--- src/rtl/proc_resp_queue_pkg.sv ---
// Shared types and sizing helpers for the processor memory-response queue.
package proc_resp_queue_pkg;

    // Memory response message in the existing mem response field order.
    typedef struct packed {
        logic [2:0]  typ;
        logic [7:0]  opaque;
        logic [1:0]  test;
        logic [1:0]  len;
        logic [31:0] data;
    } mem_resp_t;

    localparam int unsigned MEM_RESP_NBITS = $bits(mem_resp_t);

    // Pointer width; never less than one bit.
    function automatic int unsigned ptr_nbits(input int unsigned n);
        return (n > 1) ? $clog2(n) : 1;
    endfunction

    // Width able to hold 0..n inclusive.
    function automatic int unsigned cnt_nbits(input int unsigned n);
        return $clog2(n + 1);
    endfunction

endpackage

--- src/rtl/proc_resp_queue_ctrl.sv ---
// Pointer/count control for the response queue: handshakes, flush and optional
// empty-queue bypass (PROC_RESP_QUEUE_BYPASS_EN).
module proc_resp_queue_ctrl
    import proc_resp_queue_pkg::*;
#(
    parameter int unsigned p_num_entries = 2
) (
    input  logic                                   clk,
    input  logic                                   reset,
    input  logic                                   flush,
    input  logic                                   enq_val,
    input  logic                                   deq_rdy,
    output logic                                   enq_rdy,
    output logic                                   deq_val,
    output logic                                   wen,
    output logic [ptr_nbits(p_num_entries)-1:0]    waddr,
    output logic [ptr_nbits(p_num_entries)-1:0]    raddr,
    output logic                                   bypass,
    output logic [cnt_nbits(p_num_entries)-1:0]    num_free
);

    localparam int unsigned PW = ptr_nbits(p_num_entries);
    localparam int unsigned CW = cnt_nbits(p_num_entries);

    logic [PW-1:0] enq_ptr, enq_ptr_next;
    logic [PW-1:0] deq_ptr, deq_ptr_next;
    logic [CW-1:0] count, count_next;
    logic          full, empty, push, pop, byp;

    function automatic logic [PW-1:0] ptr_inc(input logic [PW-1:0] p);
        return (p == PW'(p_num_entries - 1)) ? '0 : p + PW'(1);
    endfunction

    // State register
    always_ff @(posedge clk) begin
        if (reset) begin
            enq_ptr <= '0;
            deq_ptr <= '0;
            count   <= '0;
        end else begin
            enq_ptr <= enq_ptr_next;
            deq_ptr <= deq_ptr_next;
            count   <= count_next;
        end
    end

    // Handshakes and next-state
    always_comb begin
        full  = (count == CW'(p_num_entries));
        empty = (count == '0);
        byp   = 1'b0;
`ifdef PROC_RESP_QUEUE_BYPASS_EN
        byp   = !reset && !flush && empty && enq_val;
`endif
        enq_rdy = !reset && (flush || !full);
        deq_val = !reset && !flush && (!empty || byp);
        // A bypassed message that is consumed immediately never touches storage.
        push    = enq_val && enq_rdy && !flush && !(byp && deq_rdy);
        pop     = deq_val && deq_rdy && !empty;

        enq_ptr_next = enq_ptr;
        deq_ptr_next = deq_ptr;
        count_next   = count;
        if (flush) begin
            enq_ptr_next = '0;
            deq_ptr_next = '0;
            count_next   = '0;
        end else begin
            if (push) enq_ptr_next = ptr_inc(enq_ptr);
            if (pop)  deq_ptr_next = ptr_inc(deq_ptr);
            count_next = count + CW'(push) - CW'(pop);
        end
    end

    assign wen      = push;
    assign waddr    = enq_ptr;
    assign raddr    = deq_ptr;
    assign bypass   = byp;
    assign num_free = CW'(p_num_entries) - count;

endmodule

--- src/rtl/proc_resp_queue.sv ---
// Circular-buffer response queue between the memory-response drop stage and
// writeback. Optional zero-latency empty bypass: PROC_RESP_QUEUE_BYPASS_EN.
module proc_resp_queue
    import proc_resp_queue_pkg::*;
#(
    parameter int unsigned p_msg_nbits   = 32,
    parameter int unsigned p_num_entries = 2
) (
    input  logic                                clk,
    input  logic                                reset,
    input  logic                                flush,
    input  logic [p_msg_nbits-1:0]              enq_msg,
    input  logic                                enq_val,
    output logic                                enq_rdy,
    output logic [p_msg_nbits-1:0]              deq_msg,
    output logic                                deq_val,
    input  logic                                deq_rdy,
    output logic [cnt_nbits(p_num_entries)-1:0] num_free
);

    localparam int unsigned PW = ptr_nbits(p_num_entries);

    logic                   wen;
    logic                   bypass;
    logic [PW-1:0]          waddr;
    logic [PW-1:0]          raddr;
    logic [p_msg_nbits-1:0] entries [p_num_entries];

    proc_resp_queue_ctrl #(
        .p_num_entries (p_num_entries)
    ) u_ctrl (
        .clk      (clk),
        .reset    (reset),
        .flush    (flush),
        .enq_val  (enq_val),
        .deq_rdy  (deq_rdy),
        .enq_rdy  (enq_rdy),
        .deq_val  (deq_val),
        .wen      (wen),
        .waddr    (waddr),
        .raddr    (raddr),
        .bypass   (bypass),
        .num_free (num_free)
    );

    // Entry storage; contents need no reset.
    always_ff @(posedge clk) begin
        if (wen) entries[waddr] <= enq_msg;
    end

    assign deq_msg = bypass ? enq_msg : entries[raddr];

endmodule

--- config.mk ---
export PLATFORM = sky130hd
export DESIGN_NAME = proc_resp_queue
export DESIGN_NICKNAME = d
export VERILOG_FILES = /design/src/rtl/proc_resp_queue_pkg.sv /design/src/rtl/proc_resp_queue_ctrl.sv /design/src/rtl/proc_resp_queue.sv
export SDC_FILE = /design/constraint.sdc
export NUM_CORES = 1
export LEC_CHECK = 0
export ABC_AREA = 1
export CORE_MARGIN = 5
export CORE_UTILIZATION = 45
export DETAILED_ROUTE_END_ITERATION = 12
export DONT_BUFFER_PORTS = 1
export GPL_ROUTABILITY_DRIVEN = 0
export HOLD_SLACK_MARGIN = 0.03
export PLACE_DENSITY = 0.58
export SYNTH_ARGS = -nofsm -noshare
export SYNTH_HDL_FRONTEND = slang
export SYNTH_SLANG_ARGS = --single-unit
--- constraint.sdc ---
create_clock -name clk -period 2.61 [get_ports clk]
set_clock_uncertainty 0.1 [all_clocks]
set_input_delay 0.3915 -clock clk [delete_from_list [all_inputs] [get_ports clk]]
set_output_delay 0.3915 -clock clk [all_outputs]
set_load 0.1 [all_outputs]
After elaboration in Yosys (flattened, before gate mapping)
Memories as Yosys holds them, arrays and structs flattened. A register that Yosys moved wholly into a read port is not among the register bits. Index checks and enable logic that the tools add are counted.

Register bits after elaboration: 4. Bits in latches: 0. RAM bits: 64. Memory bits (read-only): 0. Output and inout port bits: 36. Logic and storage cells: 30. Memories: 1.

Memory list: entries (words 2, bits a word 32, rd ports 1, clocked after Yosys merged registers in 1, wr ports 1, line proc_resp_queue.sv:27) `logic [p_msg_nbits-1:0] entries [p_num_entries];`.

$add $sub $neg: 5. Multipliers: 0. Divide/modulo/power cells: 0. $lt $le $gt $ge: 0. Equal/unequal tests: 1. Shift operators: 0. Muxes and demuxes: 6. Bitwise logic cells: 0. Reduce and logical (&&, ||, !) cells: 14.

Operators with widths (count): $logic_and 1x1->1 (7); $mux 1 (6); $logic_not 1->1 (4); $add 1x1->1 const B (2); $add 2x1->2 (1); $eq 2x2->1 const B (1); $logic_not 2->1 (1); $reduce_or 2->1 (1); $sub 2x1->2 (1); $sub 2x2->2 const A (1); $logic_or 1x1->1 (1).

Logic depth before layout (Yosys ltp)
Word-level depth: 8. Depth in mapped cells: 13. Depth with buffers taken out: 13.

Hierarchy
From an unflattened synthesis, not the netlist that was laid out.

Cells, all modules: 354. Area total of the unflattened synthesis: 3319.4 µm².

By module, submodules not included: proc_resp_queue (times used 1, cells an instance 308, area an instance 3012.9 µm², sequential area each 1921.8 µm²); proc_resp_queue_ctrl (times used 1, cells an instance 46, area an instance 306.5 µm², sequential area each 80.1 µm²).

Worst setup path before layout
OpenSTA, ideal clock, no wires.

Path type: reg2reg. From: reg u_ctrl.count[0]. To: mem entries[0][0], enable pin. Setup time: 0.421 ns. Arrival time: 2.133 ns. Data required time: 2.089 ns. Path slack: -0.044 ns. Cell stages (with the launch flop): 6. Buffers on the path: 0. Clock period less this slack: 2.654 ns. Cells stage by stage: dfxtp_1 > inv_1 > ha_1 > inv_1 > nand3_2 > nor2_1.

Cells in the longest elaborated chain, start to end: 8.

Ends and longest elaborated chain: start: declaration (line proc_resp_queue_ctrl.sv:27) `logic [CW-1:0] count, count_next;`; start signal: assignment (line proc_resp_queue_ctrl.sv:43) `count <= count_next;`; $eq 2x2->1 (line proc_resp_queue_ctrl.sv:49) `full = (count == CW'(p_num_entries));`; $logic_not 1->1 (line proc_resp_queue_ctrl.sv:55) `enq_rdy = !reset && (flush || !full);`; $logic_or 1x1->1 (line proc_resp_queue_ctrl.sv:55); $logic_and 1x1->1 (line proc_resp_queue_ctrl.sv:55); $logic_and 1x1->1 (2 in a row) (line proc_resp_queue_ctrl.sv:58) `push = enq_val && enq_rdy && !flush && !(byp && deq_rdy);`; $mux 1 (line proc_resp_queue.sv:48) `if (wen) entries[waddr] <= enq_msg;`; $mux 1 (implied by the code) (line proc_resp_queue.sv:48); end: declaration (line proc_resp_queue.sv:27).

Every way passes these cells.

==> results.yml <==
status:
  status: "complete, no violations"
sta:
  rsz0062_at_grt: "no"
  fin_hold_ws_ps: 67.4
  worstMarginPinSlew_ps: 579
  hold_viol: 0
  max_freq_mhz: 447
  period_minus_slack_ps: 2240
  fin_crit_sh_pct: 85.7
  slew-limit-headroom_pct: 61.4
  setup_viol: 0
  finalMaxSlewViolations: 0
logic_synthesis:
  syn_area_um2: 2780
  syn-num-nets: 187
  synth-xor-area-share_pct: 0
  seq_area_frac_synth_pct: 72.7
  synthMuxAreaShare_pct: 17.0
  ys_top_cells_by_count: "64 x edfxtp_1, 30 x mux2_4, 13 x inv_1"
  synth.top_cell.area_share_pct: 69.1
  synth_compound_area_share_pct: 0.540
  synth_area_per_cell_um2: 19.1
  synth_top_family_by_area: "multiplexers"
  synth_area_leaders: "edfxtp_1 69%, mux2_4 16%, dfxtp_1 3.6%"
  yosysTopAreaCell: "edfxtp_1"
  yosys.area_share.simple_pct: 3.37
  synth_flop_cell: "edfxtp_1"
  async_flop_share_pct: 0
  synth_cell_types: 17
  synth_edf_count: 64
  synthesis.instances: 146
  synth_seq_cells: 69
  synth_most_common_cell: "edfxtp_1"
  synthAdderAreaFrac_pct: 1.80
  synth_warnings: 0
global_route:
  grt_first_pass_wirelength_mm: 6.57
  grt_max_degree: 21
  antenna_found_initial: 0
  overflow: 0
  grt_pass1_vias: 1306
  grt_usage_pct: 11.9
detailed_routing:
  drt_iter0_markers: 26
  drcViolationCount: 0
  wirelength_mm: 4.49
  dr.pass1.iters: 5
  via_count: 1318
  via_per_inst: 4.86
  ant_nets: 0
  routedWlPerCell_um: 16.6
worst_setup_path:
  path_delay_family: "flip-flops"
  required_ps: 2120
  crit_buf_inv: 1
  cp-start-kind: "register"
  r2r_end: "u_ctrl.count[1]$_SDFF_PP0_"
  cp.arrival_ps: 1740
  crit_type: "reg2out"
  cpPeakStageDelay_ps: 700
  r2r-start: "u_ctrl.count[0]$_SDFF_PP0_"
  path_depth: 2
  end_kind: "primary output"
  worstRegToRegCells: 11
  r2r_setup_slack_ps: 690
  critical_path_peak_fanout: 17
  cp_cell_sequence: "buf_4 > mux2_4"
  crit_path_top_delay_cell: "dfxtp_2"
finish:
  nets: 232
  nFillCells: 491
  n_antenna_cell: 0
  stdcell_area_um2: 3430
  final_layout_size_suffix_gt1_share_pct: 32.1
  area_delta_synth_final_pct: 23.2
floorplanning:
  die_h_um: 88.6
  num_rows: 28
  die_x_um: 88.6
  core_um2: 5960
  io_pins: 73
  die_area_um2: 7850
  initial_core_util_pct: 46.7
clocking:
  clock-root-buffer: "clkbuf_8"
  clockBufferDepth: 2
  cts_setup_buffers: 0
  cts.htree.levels: 3
  clkSinkCount: 69
  cts_buffers: 9
  path_clk_slew_ps: 60
  cts_tree: "done"
  clk_latency_ps: 320
  postCtsResizedCells: 0
pwr:
  power_per_cell_area_nw_per_um2: 638
  pwr-share-seq_pct: 56.3
  p_sw_uw: 506
  netSwitchingFraction_pct: 23.1
  internal-power_mw: 1.68
  ir_drop_uv: 393
  p_leak_nw: 1.23
  comb_power_share_pct: 9.8
  clockPowerShare_pct: 33.9
hold_path:
  hold_path_class: "in2reg"
  whs_endpoint: "entries[0][10]$_DFFE_PP_"
  hp-start: "enq_msg[10]"
  holdPathStages: 0
place:
  place_hpwl_mm: 3.10
  io_buffer_count: 0
  place_area_um2: 2950
run:
  maxCapViolCount: 0
[through the flow]
step	power, mW	setup TNS (ps)	cells	util [%]	worst slack, ps
floorplan	1.41	-2800	146	-	-43.7
global placement	1.43	0	225	49.5	722
detailed placement	1.43	0	225	49.5	668
CTS	2.18	0	241	52.5	304
global route	2.28	0	271	57.5	252
finish	2.19	0	271	57.5	374
[how the worst max path moves through the flow]
stage / to / slack, ps
finish: deq_msg[13] / 370
global route: deq_msg[13] / 250
CTS: deq_msg[13] / 300
detailed placement: entries[0][27]$_DFFE_PP_ / 670
global placement: entries[0][30]$_DFFE_PP_ / 720
floorplan: entries[0][0]$_DFFE_PP_ / -40
[cells in the final DEF, fill, tap and decap left out]
| cell | count |
|---|---|
| edfxtp_1 | 64 |
| mux2_4 | 30 |
| dlygate4sd3_1 | 30 |
| inv_1 | 13 |
| clkbuf_8 | 11 |
| nand2_1 | 6 |
| nor2_1 | 5 |
| buf_12 | 5 |
| ha_1 | 4 |
| buf_4 | 4 |
| dfxtp_1 | 4 |
| nor2_4 | 3 |
| clkinv_2 | 3 |
| nand3_1 | 2 |
| nor2_2 | 2 |
| a21oi_1 | 2 |
| mux2_2 | 2 |
| nand3_2 | 1 |
| nand4_1 | 1 |
| o21ai_0 | 1 |
| dfxtp_2 | 1 |
| clkinvlp_4 | 1 |
| clkbuf_1 | 1 |
[power by group through the flow]
stage	Combinational (mW)	Clock [mW]	Sequential, mW
floorplan	0.155	0	1.26
global placement	0.173	0	1.26
detailed placement	0.174	0	1.26
CTS	0.174	0.773	1.23
global route	0.223	0.826	1.23
finish	0.215	0.741	1.23
[final cells by class]
| type | count | area [um^2] | share of cell area, % |
|---|---|---|---|
| Tap cell | 75 | 93.8 | 2.74 |
| Clock inverter | 4 | 22.5 | 0.657 |
| Inverter | 13 | 48.8 | 1.42 |
| Timing Repair Buffer | 39 | 430 | 12.6 |
| Clock buffer | 12 | 155 | 4.53 |
| Multi-Input combinational cell | 59 | 652 | 19.0 |
| Sequential cell | 69 | 2020 | 59.1 |
[registers in the layout (all words and copies together), names as in the netlist, named ones only]
signal,cells
entries,64
u_ctrl.waddr,1
u_ctrl.raddr,1
u_ctrl.count,2
[layer usage]
layer	wire (um)	vias up	GRT usage (%)
met4	74	0	7.83
met5	0	-	0
met1	1590	639	11.5
met2	2490	47	20.0
met3	333	9	5.96
li1	-	623	-
[what timing repair did]
action,CTS,global route
hold buffers,0,30
endpoints found under the setup margin,0,0
endpoints found under the hold margin,0,59
[logic make-up after synthesis]
| kind of cell | count (synthesis) |
|---|---|
| muxes | 32 |
| DFF | 69 |
| buffers and inverters | 18 |
| adders and majority gates | 4 |
| AOI/OAI and AO/OA | 3 |
| and+or+nand+nor | 20 |
Power figures use the tool's default switching activity.
